### src/rtl/ahb_cmd_master.sv
// ahb_cmd_master: single-master AHB-lite initiator that turns a valid/ready
// command stream into SINGLE NONSEQ transfers. The next address phase is
// pipelined over the current data phase.
// Optional build macro AHB_MST_ERR_RESP_EN: honour the two-cycle AHB ERROR
// response (cancel the pending address phase, retire the command with rsp_err).
module ahb_cmd_master #(
    parameter int unsigned TIMEOUT_CYC = 255,
    parameter int unsigned ADDR_W      = 32
) (
    input  logic        hclk,
    input  logic        hresetn,
    input  logic        cmd_valid,
    output logic        cmd_ready,
    input  logic        cmd_write,
    input  logic [1:0]  cmd_size,
    input  logic [31:0] cmd_addr,
    input  logic [31:0] cmd_wdata,
    output logic        rsp_valid,
    output logic [31:0] rsp_rdata,
    output logic        rsp_err,
    output logic        timeout,
    output logic        hsel,
    output logic [31:0] haddr,
    output logic [1:0]  htrans,
    output logic        hwrite,
    output logic [2:0]  hsize,
    output logic [2:0]  hburst,
    output logic [31:0] hwdata,
    output logic        hready,
    input  logic        hready_resp,
    input  logic [1:0]  hresp,
    input  logic [31:0] hrdata
);

    localparam logic [1:0]  HTRANS_IDLE   = 2'b00;
    localparam logic [1:0]  HTRANS_NONSEQ = 2'b10;
    localparam logic [31:0] ADDR_MASK     = (ADDR_W >= 32) ? 32'hFFFF_FFFF
                                          : 32'((64'd1 << ADDR_W) - 64'd1);
    localparam logic [15:0] TIMEOUT_LIM   = 16'(TIMEOUT_CYC);

    // Bit 1 = address phase occupied (a_vld), bit 0 = data phase occupied (d_vld)
    typedef enum logic [1:0] {
        ST_IDLE      = 2'b00,
        ST_DATA      = 2'b01,
        ST_ADDR      = 2'b10,
        ST_ADDR_DATA = 2'b11
    } state_t;

    state_t      state_q;
    state_t      state_d;
    logic        a_vld;
    logic        d_vld;
    logic        err_cyc;
    logic        advance;
    logic        accept;
    logic        a_next;
    logic        d_next;
    logic [1:0]  size_eff;
    logic [31:0] addr_aligned;
    logic [31:0] a_wdata;
    logic        d_write;
    logic [15:0] wd_cnt;

    assign a_vld  = state_q[1];
    assign d_vld  = state_q[0];
    assign hburst = 3'b000;
    assign hready = hready_resp;
    assign accept = cmd_valid & cmd_ready;

`ifdef AHB_MST_ERR_RESP_EN
    // Both ERROR cycles of the data phase hold the address phase back
    assign err_cyc = d_vld & (hresp == 2'b01);
`else
    logic unused_hresp;
    assign unused_hresp = ^hresp;
    assign err_cyc      = 1'b0;
`endif

    // The address phase only advances on a ready, non-error data phase
    assign advance = hready_resp & ~err_cyc;

    // Phase register: tracks which of the two pipeline stages hold a command
    always_ff @(posedge hclk or negedge hresetn) begin
        if (!hresetn) begin
            state_q <= ST_IDLE;
        end else begin
            state_q <= state_d;
        end
    end

    // Next phase occupancy: A drains into D on advance, an ERROR retire empties D only
    always_comb begin
        a_next = a_vld | accept;
        d_next = d_vld;
        if (hready_resp) begin
            if (advance) begin
                d_next = a_vld;
                a_next = accept;
            end else begin
                d_next = 1'b0;
            end
        end
        state_d = state_t'({a_next, d_next});
    end

    // Bus-facing handshake and transfer type derived from the phase state
    always_comb begin
        cmd_ready = ~a_vld | advance;
        hsel      = a_vld & ~err_cyc;
        htrans    = hsel ? HTRANS_NONSEQ : HTRANS_IDLE;
    end

    // Command decode: size 3 behaves as word, address aligned to the size
    always_comb begin
        size_eff = (cmd_size == 2'd3) ? 2'd2 : cmd_size;
        case (size_eff)
            2'd1:    addr_aligned = {cmd_addr[31:1], 1'b0};
            2'd2:    addr_aligned = {cmd_addr[31:2], 2'b00};
            default: addr_aligned = cmd_addr;
        endcase
    end

    // Address/control capture on acceptance, write data moves with A into D
    always_ff @(posedge hclk or negedge hresetn) begin
        if (!hresetn) begin
            haddr   <= '0;
            hwrite  <= 1'b0;
            hsize   <= 3'b000;
            a_wdata <= '0;
            hwdata  <= '0;
            d_write <= 1'b0;
        end else begin
            if (advance && a_vld) begin
                d_write <= hwrite;
                if (hwrite) begin
                    hwdata <= a_wdata;
                end
            end
            if (accept) begin
                haddr   <= addr_aligned & ADDR_MASK;
                hwrite  <= cmd_write;
                hsize   <= {1'b0, size_eff};
                a_wdata <= cmd_wdata;
            end
        end
    end

    // One response pulse per completed data phase; writes and errors return zero data
    always_ff @(posedge hclk or negedge hresetn) begin
        if (!hresetn) begin
            rsp_valid <= 1'b0;
            rsp_rdata <= '0;
            rsp_err   <= 1'b0;
        end else begin
            rsp_valid <= d_vld & hready_resp;
            if (d_vld && hready_resp) begin
                rsp_err   <= err_cyc;
                rsp_rdata <= (d_write || err_cyc) ? 32'h0 : hrdata;
            end
        end
    end

    // Wait-state watchdog: counts a stalled data phase, flag stays set until reset
    always_ff @(posedge hclk or negedge hresetn) begin
        if (!hresetn) begin
            wd_cnt  <= '0;
            timeout <= 1'b0;
        end else if (hready_resp) begin
            wd_cnt <= '0;
        end else if (d_vld) begin
            if (wd_cnt != 16'hFFFF) begin
                wd_cnt <= wd_cnt + 16'd1;
            end
            if (wd_cnt >= TIMEOUT_LIM - 16'd1) begin
                timeout <= 1'b1;
            end
        end
    end

endmodule

### config.mk
export PLATFORM = sky130hd
export DESIGN_NAME = ahb_cmd_master
export DESIGN_NICKNAME = d
export VERILOG_FILES = /design/src/rtl/ahb_cmd_master.sv
export SDC_FILE = /design/constraint.sdc
export NUM_CORES = 1
export LEC_CHECK = 0
export ABC_CLOCK_PERIOD_IN_PS = 2400
export BUFFER_PORTS_ARGS = -buffer_cell sky130_fd_sc_hd__buf_2
export CELL_PAD_IN_SITES_DETAIL_PLACEMENT = 0
export CELL_PAD_IN_SITES_GLOBAL_PLACEMENT = 1
export CORE_MARGIN = 2
export CORE_UTILIZATION = 42
export CTS_CLUSTER_SIZE = 10
export DETAILED_ROUTE_END_ITERATION = 8
export PLACE_DENSITY_LB_ADDON = 0.1
export SLEW_MARGIN = 20
export SYNTH_ARGS = -nofsm -noshare
export SYNTH_HDL_FRONTEND = slang
export SYNTH_SLANG_ARGS = --single-unit
export TNS_END_PERCENT = 20
### constraint.sdc
create_clock -name hclk -period 2.4 [get_ports hclk]
set_input_delay 0.48 -clock hclk [delete_from_list [all_inputs] [get_ports hclk]]
set_output_delay 0.48 -clock hclk [all_outputs]
set_load 0.02 [all_outputs]
# Word level (Yosys, flattened, before mapping)
# Cells that the tools add are included.
[totals]
elab_cells = 39
regBits = 152
output_inout_bits = 111
input_bits = 105
[op_classes]
mux = 8
magnitude_cmp = 1
n_reduce_logical = 7
bitwise_logic = 6
n_eq_ne = 4
addsub = 1
[op_table]
columns = ["operator", "n"]
rows = [
  ["16-bit 2-to-1 mux", 3],
  ["32-bit 2-to-1 mux", 1],
  ["16-bit by 1-bit adder with 16-bit output, second input constant", 1],
  ["16-bit by 8-bit greater-or-equal comparator with 1-bit output, second input constant", 1],
  ["16-bit inequality test, second input constant", 1],
  ["2-bit equality test, second input constant", 2],
  ["2-bit 2-to-1 mux", 2],
  ["2-bit case mux with 2 select lines", 1],
  ["2-bit AND reduction", 2],
  ["2-bit nonzero test", 2],
  ["3-bit AND reduction", 1],
  ["1-bit AND", 2],
  ["2-bit by 1-bit equality test with 1-bit output, second input constant", 1],
  ["1-bit logical AND", 2],
  ["1-bit inverter", 2],
  ["1-bit OR", 2],
  ["1-bit 2-to-1 mux", 1],
]

# Logic depth before layout (Yosys ltp)
# Gate-level depths: netlist of run 1.
[logic_depth]
depth_word = 5
depth_mapped = 5
mapped_depth_nobuf = 5

# Worst setup path before layout of run 1
# Ideal clock, no wire load.
[synth_timing]
path_type = "input-to-reg"
start = "input port hready_resp"
end = "register a_wdata[0]"
required_ns = 2.275
setup_time_ns = 0.125
cell_stages = 4
slack_ns = 0.628
arrival_time_ns = 1.648
path_buffers = 1
path_cell_list = "nand2b_1 nand2_1 buf_1 mux2_2"
[synth_between]
elab_chain_len = 2
[synth_lines]
columns = ["element", "line_no", "rtl"]
rows = [
  ["start, declared", "30", "input logic hready_resp,"],
  ["1-bit OR", "108", "cmd_ready = ~a_vld | advance;"],
  ["1-bit AND", "68", "assign accept = cmd_valid & cmd_ready;"],
  ["end signal, assigned", "143", "a_wdata <= cmd_wdata;"],
  ["end, declared", "60", "logic [31:0] a_wdata;"],
]
# No other way between the ends.
# A chain may end at the register's enable or synchronous reset.

# Worst setup path after layout of run 1
[layout_timing]
start = "register wd_cnt[2]"
end = "register wd_cnt[15]"
[layout_between]
elab_chain_len = 4
elab_cells_between_ends = 7
classes_between = "add/sub: 1; eq/ne: 1; mux: 3; reduce/logical: 2"
[layout_lines]
columns = ["element", "line_no", "rtl"]
rows = [
  ["start, declared", "62", "logic [15:0] wd_cnt;"],
  ["start signal, assigned", "172", "wd_cnt <= wd_cnt + 16'd1;"],
  ["16-bit by 1-bit adder with 16-bit output", "172", ""],
  ["16-bit 2-to-1 mux", "171", "if (wd_cnt != 16'hFFFF) begin"],
  ["16-bit 2-to-1 mux", "170", "end else if (d_vld) begin"],
  ["16-bit 2-to-1 mux", "168", "end else if (hready_resp) begin"],
]
# Several ways; a longest one is shown, not always the timed one. The select of a mux whose other input is x is not followed.

==> insert_results.sql, run 1 <==
INSERT INTO impl_metrics (metric_group, metric, value, unit) VALUES
('outcome', 'status', 'completed', ''),
('power_and_ir_drop', 'portion_of_total_power_attributed_to_combinational_logic', '22.7', '%'),
('global_routing', 'global_route_congestion_overflow_total', '0', ''),
('global_routing', 'grt_pass1_wl', '22700', 'um'),
('worst_setup_path', 'reg2reg_depth', '4', ''),
('sta', 'final_period_minus_worst_setup_slack', '1820', 'ps'),
('final_layout', 'fillerInstances', '1283', ''),
('cts', 'clk_root_buffer_cell', 'clkbuf_16', ''),
('final_layout', 'post_route_cells_drive_above_1_share', '49.4', '%'),
('logic_synthesis', 'synth_flop_cell', 'dfrtp_1', ''),
('routing', 'postRouteAntennaNets', '0', ''),
('die', 'die_y', '125', 'um'),
('worst_setup_path', 'gate_family_responsible_for_the_most_delay_along_the_worst_path', 'simple AND/OR/NAND/NOR gates', ''),
('logic_synthesis', 'ys_ff_latch', '152', ''),
('logic_synthesis', 'yosys_warnings', '0', ''),
('sta', 'worstMarginPinSlew', '795', 'ps'),
('placed_design', 'last_weighted_congestion_value_of_the_routability_driven_placer', '0.820', ''),
('power_and_ir_drop', 'p_sw_share', '29.9', '%'),
('cts', 'clk_transition_reported_paths', '60', 'ps'),
('worst_setup_path', 'crit_buf_inv', '0', ''),
('routing', 'detail_route.iter0.violations', '242', ''),
('sta', 'hold_viol', '0', ''),
('die', 'start_util', '42.6', '%'),
('routing', 'routed-via-count', '4405', ''),
('die', 'core_area', '0.0144', 'sq mm'),
('sta', 'fmaxAchievable', '550', 'MHz'),
('placed_design', 'placed_cell_area', '0.00743', 'sq mm'),
('final_layout', 'p_r_area_growth_vs_syn', '30.7', '%'),
('power_and_ir_drop', 'net_switching', '2.33', 'mW'),
('final_layout', 'mostFrequentLayoutCell', 'buf_2', ''),
('sta', 'maxSlewHeadroom', '47.0', '%'),
('power_and_ir_drop', 'power.share.clock', '34.7', '%'),
('cts', 'cts_sinks', '152', ''),
('routing', 'postRouteWirelength', '13700', 'um'),
('power_and_ir_drop', 'pwr-share-seq', '42.6', '%'),
('sta', 'setup_violations', '0', ''),
('worst_hold_path', 'min-delay-path-class', 'input port to async pin', ''),
('power_and_ir_drop', 'power_report.internal_total', '5.46', 'mW'),
('routing', 'routedWlPerCell', '15.4', 'um'),
('logic_synthesis', 'synth-edff-count', '0', ''),
('power_and_ir_drop', 'power.density', '971', 'mW/mm^2'),
('logic_synthesis', 'ys_async_sr_fraction', '100', '%'),
('worst_setup_path', 'timing.critical_path.to_type', 'register', ''),
('global_routing', 'antenna_found_initial', '2', ''),
('final_layout', 'final_nets', '798', ''),
('sta', 'timing.final.crit_share', '75.7', '%'),
('logic_synthesis', 'synthCells', '482', ''),
('routing', 'drcViolationCount', '0', ''),
('flow_run', 'max_cap_viol_count', '0', ''),
('sta', 'timing_max_transition_violations_final', '0', ''),
('cts', 'post_cts_hold_buffer_count', '0', ''),
('worst_setup_path', 'setup.reg_to_reg.worst_slack', '580', 'ps'),
('die', 'chipWidth', '125', 'um'),
('placed_design', 'dp_hpwl', '9670', 'um'),
('logic_synthesis', 'synth.lib_cells_used.distinct', '36', ''),
('logic_synthesis', 'synth-seq-area-share', '61.9', '%'),
('sta', 'rsz0062_at_grt', 'no', ''),
('logic_synthesis', 'synth_largest_area_cell', 'dfrtp_1', ''),
('logic_synthesis', 'yosysTopAreaCellShare', '61.9', '%'),
('worst_setup_path', 'cp_data_required_time', '2720', 'ps'),
('cts', 'post_cts_buffers', '0', ''),
('cts', 'cts_tree', 'yes', ''),
('routing', 'drt-vias-per-instance', '4.97', ''),
('power_and_ir_drop', 'vdd_drop_max', '0.544', 'mV'),
('routing', 'firstDrtPassIters', '4', ''),
('logic_synthesis', 'ys_top_cells_by_area', 'dfrtp_1 (62%), mux2_2 (18%), nand2b_1 (3.7%)', ''),
('logic_synthesis', 'mean_instance_size_in_the_synthesized_netlist', '12.7', 'sq um'),
('logic_synthesis', 'netlist_area', '0.00614', 'sq mm'),
('final_layout', 'antenna_cells_inserted', '0', ''),
('global_routing', 'grt_pass1_vias', '4535', ''),
('cts', 'inserted_clock_buffers', '17', '');
==> registers in the layout, indices dropped and copies added (netlist names) <==
register,cells
a_wdata,32
haddr,32
hwdata,32
rsp_rdata,32
wd_cnt,16
hsize,2
state_q,2
d_write,1
hwrite,1
rsp_valid,1
timeout,1
==> cells by family after synthesis <==
logic type,synth area share [%]
flip-flops,61.9
adder cells (fa/ha/maj),0.407
other,0.0611
AND/OR/NAND/NOR,11.0
multiplexers,17.8
buffers and inverters,2.77
AO/OA/AOI/OAI,6.01
==> cell type report <==
type / count / area [sq um] / area share [%]
clock buffer: 21 / 450 / 5.61
clock inverter: 10 / 145 / 1.81
timing repair buffer: 217 / 1180 / 14.7
tap: 184 / 230 / 2.87
multi-input combinational: 298 / 2200 / 27.4
inverter: 5 / 18.8 / 0.234
sequential: 152 / 3800 / 47.4
==> worst max path at each step <==
stage,slack (ps),endpoint,start,cells past startpoint
after floorplan,630,a_wdata[0],hready_resp,4
after global placement,620,wd_cnt[1],wd_cnt[1],4
after detailed placement,580,haddr[6],hready_resp,5
after CTS,600,wd_cnt[1],wd_cnt[1],4
after global routing,420,wd_cnt[15],wd_cnt[9],4
final,580,wd_cnt[15],wd_cnt[2],4
==> synthesized netlist by cell type, types with 5 or more instances <==
cell and instances:
a21oi_1 10, buf_1 6, buf_4 8, clkbuf_1 17
dfrtp_1 152, inv_1 5, mux2_2 97, nand2_1 45
nand2b_1 36, nand3_1 9, nand4_1 5, nor2_1 8
nor4_1 7, o21ai_0 40, or4_1 6
==> worst reg2reg max path, stage by stage, from the launching register on <==
cell and delay, ps:
dfrtp_1 460, nand4_2 210, nor4_1 640, a31oi_1 170, a211oi_1 240
==> per-layer routing <==
| metal | vias up | GRT usage, % | routed length [um] |
|---|---|---|---|
| met4 | 2 | 6.34 | 185 |
| met3 | 14 | 7.79 | 1140 |
| met2 | 140 | 29.4 | 6680 |
| met5 | - | 0 | 11 |
| met1 | 2149 | 22.2 | 5650 |
| li1 | 2100 | - | - |
==> power groups by stage <==
stage	sequential (mW)	combinational (mW)	clock (mW)
after floorplan	3.82	0.592	0
after global placement	3.33	1.78	0
after detailed placement	3.37	1.80	0
after CTS	3.33	1.81	2.76
after global routing	3.40	1.92	2.89
final	3.32	1.77	2.70
==> through the flow <==
stage	cells	total power, mW	utilization (%)
CTS	887	7.90	55.6
floorplan	487	4.42	-
detailed placement	856	5.17	51.5
global placement	856	5.11	51.5
global route	887	8.20	55.6
finish	887	7.79	55.6
Power figures use the tool's default switching activity.
==> run 2, diff against run 1 <==
- ABC_AREA: default -> 1
- ABC_CLOCK_PERIOD_IN_PS: 2400 -> 1840
- CORE_UTILIZATION: 42 -> 37
- clock period: 2.4 -> 1.84 ns (I/O delays scaled with it)
==> run 2 against run 1 <==
Synthesized area rose by 4.1%. Combinational power rose by 20%. Total power rose by 27%. Largest cell class unchanged. Die area rose by 18%. Register-to-register slack got worse by 300 ps. First-iteration DRC count rose by 2.5%. Routed wire length rose by 16%. Worst setup slack got worse by 330 ps. Clock power rose by 33%.
==> insert_results.sql, run 2 <==
INSERT INTO impl_metrics (metric_group, metric, value, unit) VALUES
('sta', 'total_negative_slack_for_setup_checks', '0', 'ps'),
('worst_setup_path', 'gate_family_responsible_for_the_most_delay_along_the_worst_path', 'flip-flops', ''),
('global_routing', 'antenna_found_initial', '3', ''),
('cts', 'clk_transition_reported_paths', '60', 'ps'),
('logic_synthesis', 'netlist_top_cells_count', 'nand2_1 (280), dfrtp_1 (152), o21ai_0 (91)', ''),
('sta', 'worst_clock_skew', '10.0', 'ps'),
('placed_design', 'count_of_placed_standard_cells_including_taps', '1130', ''),
('logic_synthesis', 'synth-seq-area-share', '59.5', '%'),
('sta', 'fmaxAchievable', '629', 'MHz'),
('power_and_ir_drop', 'power.static_leakage', '4.45', 'nW'),
('logic_synthesis', 'yosys.cell_count.top_type', 'nand2_1', ''),
('cts', 'cts.repair.resized', '0', ''),
('sta', 'hold_viol', '0', ''),
('die', 'rows', '48', ''),
('power_and_ir_drop', 'power.total', '9.89', 'mW'),
('sta', 'rsz0062_at_grt', 'no', ''),
('final_layout', 'final_nets', '1032', ''),
('logic_synthesis', 'synth.lib_cells_used.distinct', '30', ''),
('worst_setup_path', 'crit_type', 'register to primary output', ''),
('sta', 'timing.final.ws_setup', '250', 'ps'),
('logic_synthesis', 'netlist_area', '0.00640', 'sq mm'),
('logic_synthesis', 'synth-edff-count', '0', ''),
('logic_synthesis', 'synth_flop_cell', 'dfrtp_1', ''),
('final_layout', 'mostFrequentLayoutCell', 'nand2_1', ''),
('flow_run', 'max_cap_viol_count', '0', ''),
('die', 'boundaryPins', '216', ''),
('worst_setup_path', 'cp_data_required_time', '1470', 'ps'),
('cts', 'inserted_clock_buffers', '17', ''),
('global_routing', 'maximum_number_of_pins_on_one_net_before_global_route_repair', '66', ''),
('worst_setup_path', 'crit_buf_inv', '1', ''),
('die', 'core_area', '0.0171', 'sq mm'),
('worst_hold_path', 'min-delay-path-class', 'input port to register', ''),
('final_layout', 'finish.utilization', '48.7', '%'),
('sta', 'final_period_minus_worst_setup_slack', '1590', 'ps'),
('die', 'chipWidth', '135', 'um'),
('worst_setup_path', 'startpoint_type', 'register', ''),
('worst_setup_path', 'timing.critical_path.to_type', 'primary output', ''),
('worst_setup_path', 'path_cells', 'nand2_1 > buf_2', ''),
('logic_synthesis', 'ys_ff_latch', '152', ''),
('logic_synthesis', 'synth_largest_area_cell', 'dfrtp_1', ''),
('power_and_ir_drop', 'power.density', '1190', 'mW/mm^2'),
('cts', 'clk_root_buffer_cell', 'clkbuf_16', ''),
('logic_synthesis', 'ys_top_cells_by_area', 'dfrtp_1 (59%), nand2_1 (16%), o21ai_0 (7.1%)', ''),
('sta', 'timing.final.crit_share', '86.4', '%'),
('sta', 'setup_violations', '0', ''),
('logic_synthesis', 'yosysTopAreaCellShare', '59.5', '%'),
('routing', 'drt-vias-per-instance', '4.53', ''),
('worst_setup_path', 'worst_path_max_delay_cell', 'dfrtp_1', ''),
('worst_setup_path', 'critical_path.max_stage_delay', '510', 'ps'),
('cts', 'htreeDepth', '4', ''),
('cts', 'cts_tree', 'yes', ''),
('final_layout', 'p_r_area_growth_vs_syn', '30.4', '%'),
('sta', 'hold_ws', '141', 'ps'),
('final_layout', 'fillerInstances', '1682', ''),
('logic_synthesis', 'ys_async_sr_fraction', '100', '%'),
('global_routing', 'global_route_congestion_overflow_total', '0', ''),
('logic_synthesis', 'mean_instance_size_in_the_synthesized_netlist', '8.95', 'sq um'),
('final_layout', 'final_area', '0.00834', 'sq mm'),
('cts', 'cts.path.max_buffers', '2', ''),
('cts', 'clock_insertion_delay_worst_skew', '420', 'ps'),
('placed_design', 'placed_cell_area', '0.00771', 'sq mm'),
('final_layout', 'post_route_cells_drive_above_1_share', '31.2', '%'),
('final_layout', 'final_cell_mix', 'nand2_1 (278), buf_2 (206), dfrtp_1 (152)', ''),
('placed_design', 'last_weighted_congestion_value_of_the_routability_driven_placer', '0.802', ''),
('placed_design', 'placement.io_buffers', '207', ''),
('final_layout', 'finish.cell_count_without_fillers', '1165', ''),
('logic_synthesis', 'synthCells', '715', ''),
('worst_setup_path', 'critical_path.max_fanout', '5', ''),
('global_routing', 'grt_pass1_wl', '25600', 'um'),
('routing', 'firstDrtPassIters', '4', ''),
('global_routing', 'grt_pass1_vias', '5190', ''),
('routing', 'routed-via-count', '5282', ''),
('die', 'start_util', '37.4', '%'),
('placed_design', 'dp_hpwl', '11500', 'um'),
('routing', 'routedWlPerCell', '13.6', 'um'),
('routing', 'postRouteAntennaNets', '0', ''),
('die', 'die_area', '0.0184', 'sq mm'),
('routing', 'drcViolationCount', '0', ''),
('logic_synthesis', 'yosys_warnings', '0', ''),
('sta', 'timing_max_transition_violations_final', '0', ''),
('power_and_ir_drop', 'vdd_drop_max', '0.680', 'mV'),
('placed_design', 'post-place-ws', '218', 'ps'),
('cts', 'cts_sinks', '152', ''),
('outcome', 'status', 'completed', ''),
('global_routing', 'gr-usage-all-layers', '17.9', '%'),
('die', 'die_y', '135', 'um'),
('routing', 'postRouteWirelength', '15800', 'um'),
('routing', 'detail_route.iter0.violations', '248', ''),
('worst_setup_path', 'worstPathArrival', '1220', 'ps');
## run 2: layer usage
| metal | track usage (%) | part of all wire [%] | vias up |
|---|---|---|---|
| li1 | - | - | 2653 |
| met1 | 22.2 | 42 | 2456 |
| met2 | 29.1 | 49 | 150 |
| met3 | 6.55 | 7.4 | 21 |
| met4 | 6.08 | 1.2 | 2 |
| met5 | 0 | 0.082 | - |
## run 2: path summary, 6_finish.rpt
check | startpoint | end | slack (ps) | cells after the start
max | state_q[1] | cmd_ready | 250 | 2
max reg2reg | state_q[1] | hwdata[14] | 280 | 6
min in group asynchronous | hresetn | wd_cnt[14] | 410 | 2
min | cmd_addr[26] | haddr[26] | 140 | 3
max in group asynchronous | hresetn | rsp_rdata[11] | 800 | 3
min reg2reg | haddr[8] | haddr[8] | 470 | 2
## run 2: cell families (layout without fill, tap and decap cells)
kind of cell	after synthesis	after routing	share of synthesized area, %
multiplexers	6	6	1.06
AO/OA/AOI/OAI	104	104	8.82
buffers and inverters	94	312	6.83
adder cells (fa/ha/maj)	2	2	0.391
XOR/XNOR	7	7	0.959
flip-flops	152	152	59.5
AND/OR/NAND/NOR	349	349	22.4
other	1	8	0.0586
## run 2: area by class of cell
class                   instances  area (sq um)  area share, %
diodes                          2          5.00         0.0600
well taps                     225           282           3.38
clock inverters                12           165           1.98
clock buffers                  20           447           5.36
flip-flops and latches        152          3800           45.6
inverters                      52           195           2.34
multi-input cells             474          2190           26.3
repair buffers                228          1250           15.0
## run 2: where the power goes
group,internal [mW],switching [mW]
registers,3.90,0.264
clock network,2.19,1.41
logic,0.721,1.41
## run 2: repair_timing
| action | 4_1_cts | 5_1_grt |
|---|---|---|
| hold buffers | 1 | 0 |
| buffers inserted | 0 | 0 |
| endpoints found under the hold margin | 31 | 0 |
## run 2: worst min-delay path, cell delays in order
cell	delay [ps]
buf_2	70
nand2_1	40
nand2_1	50
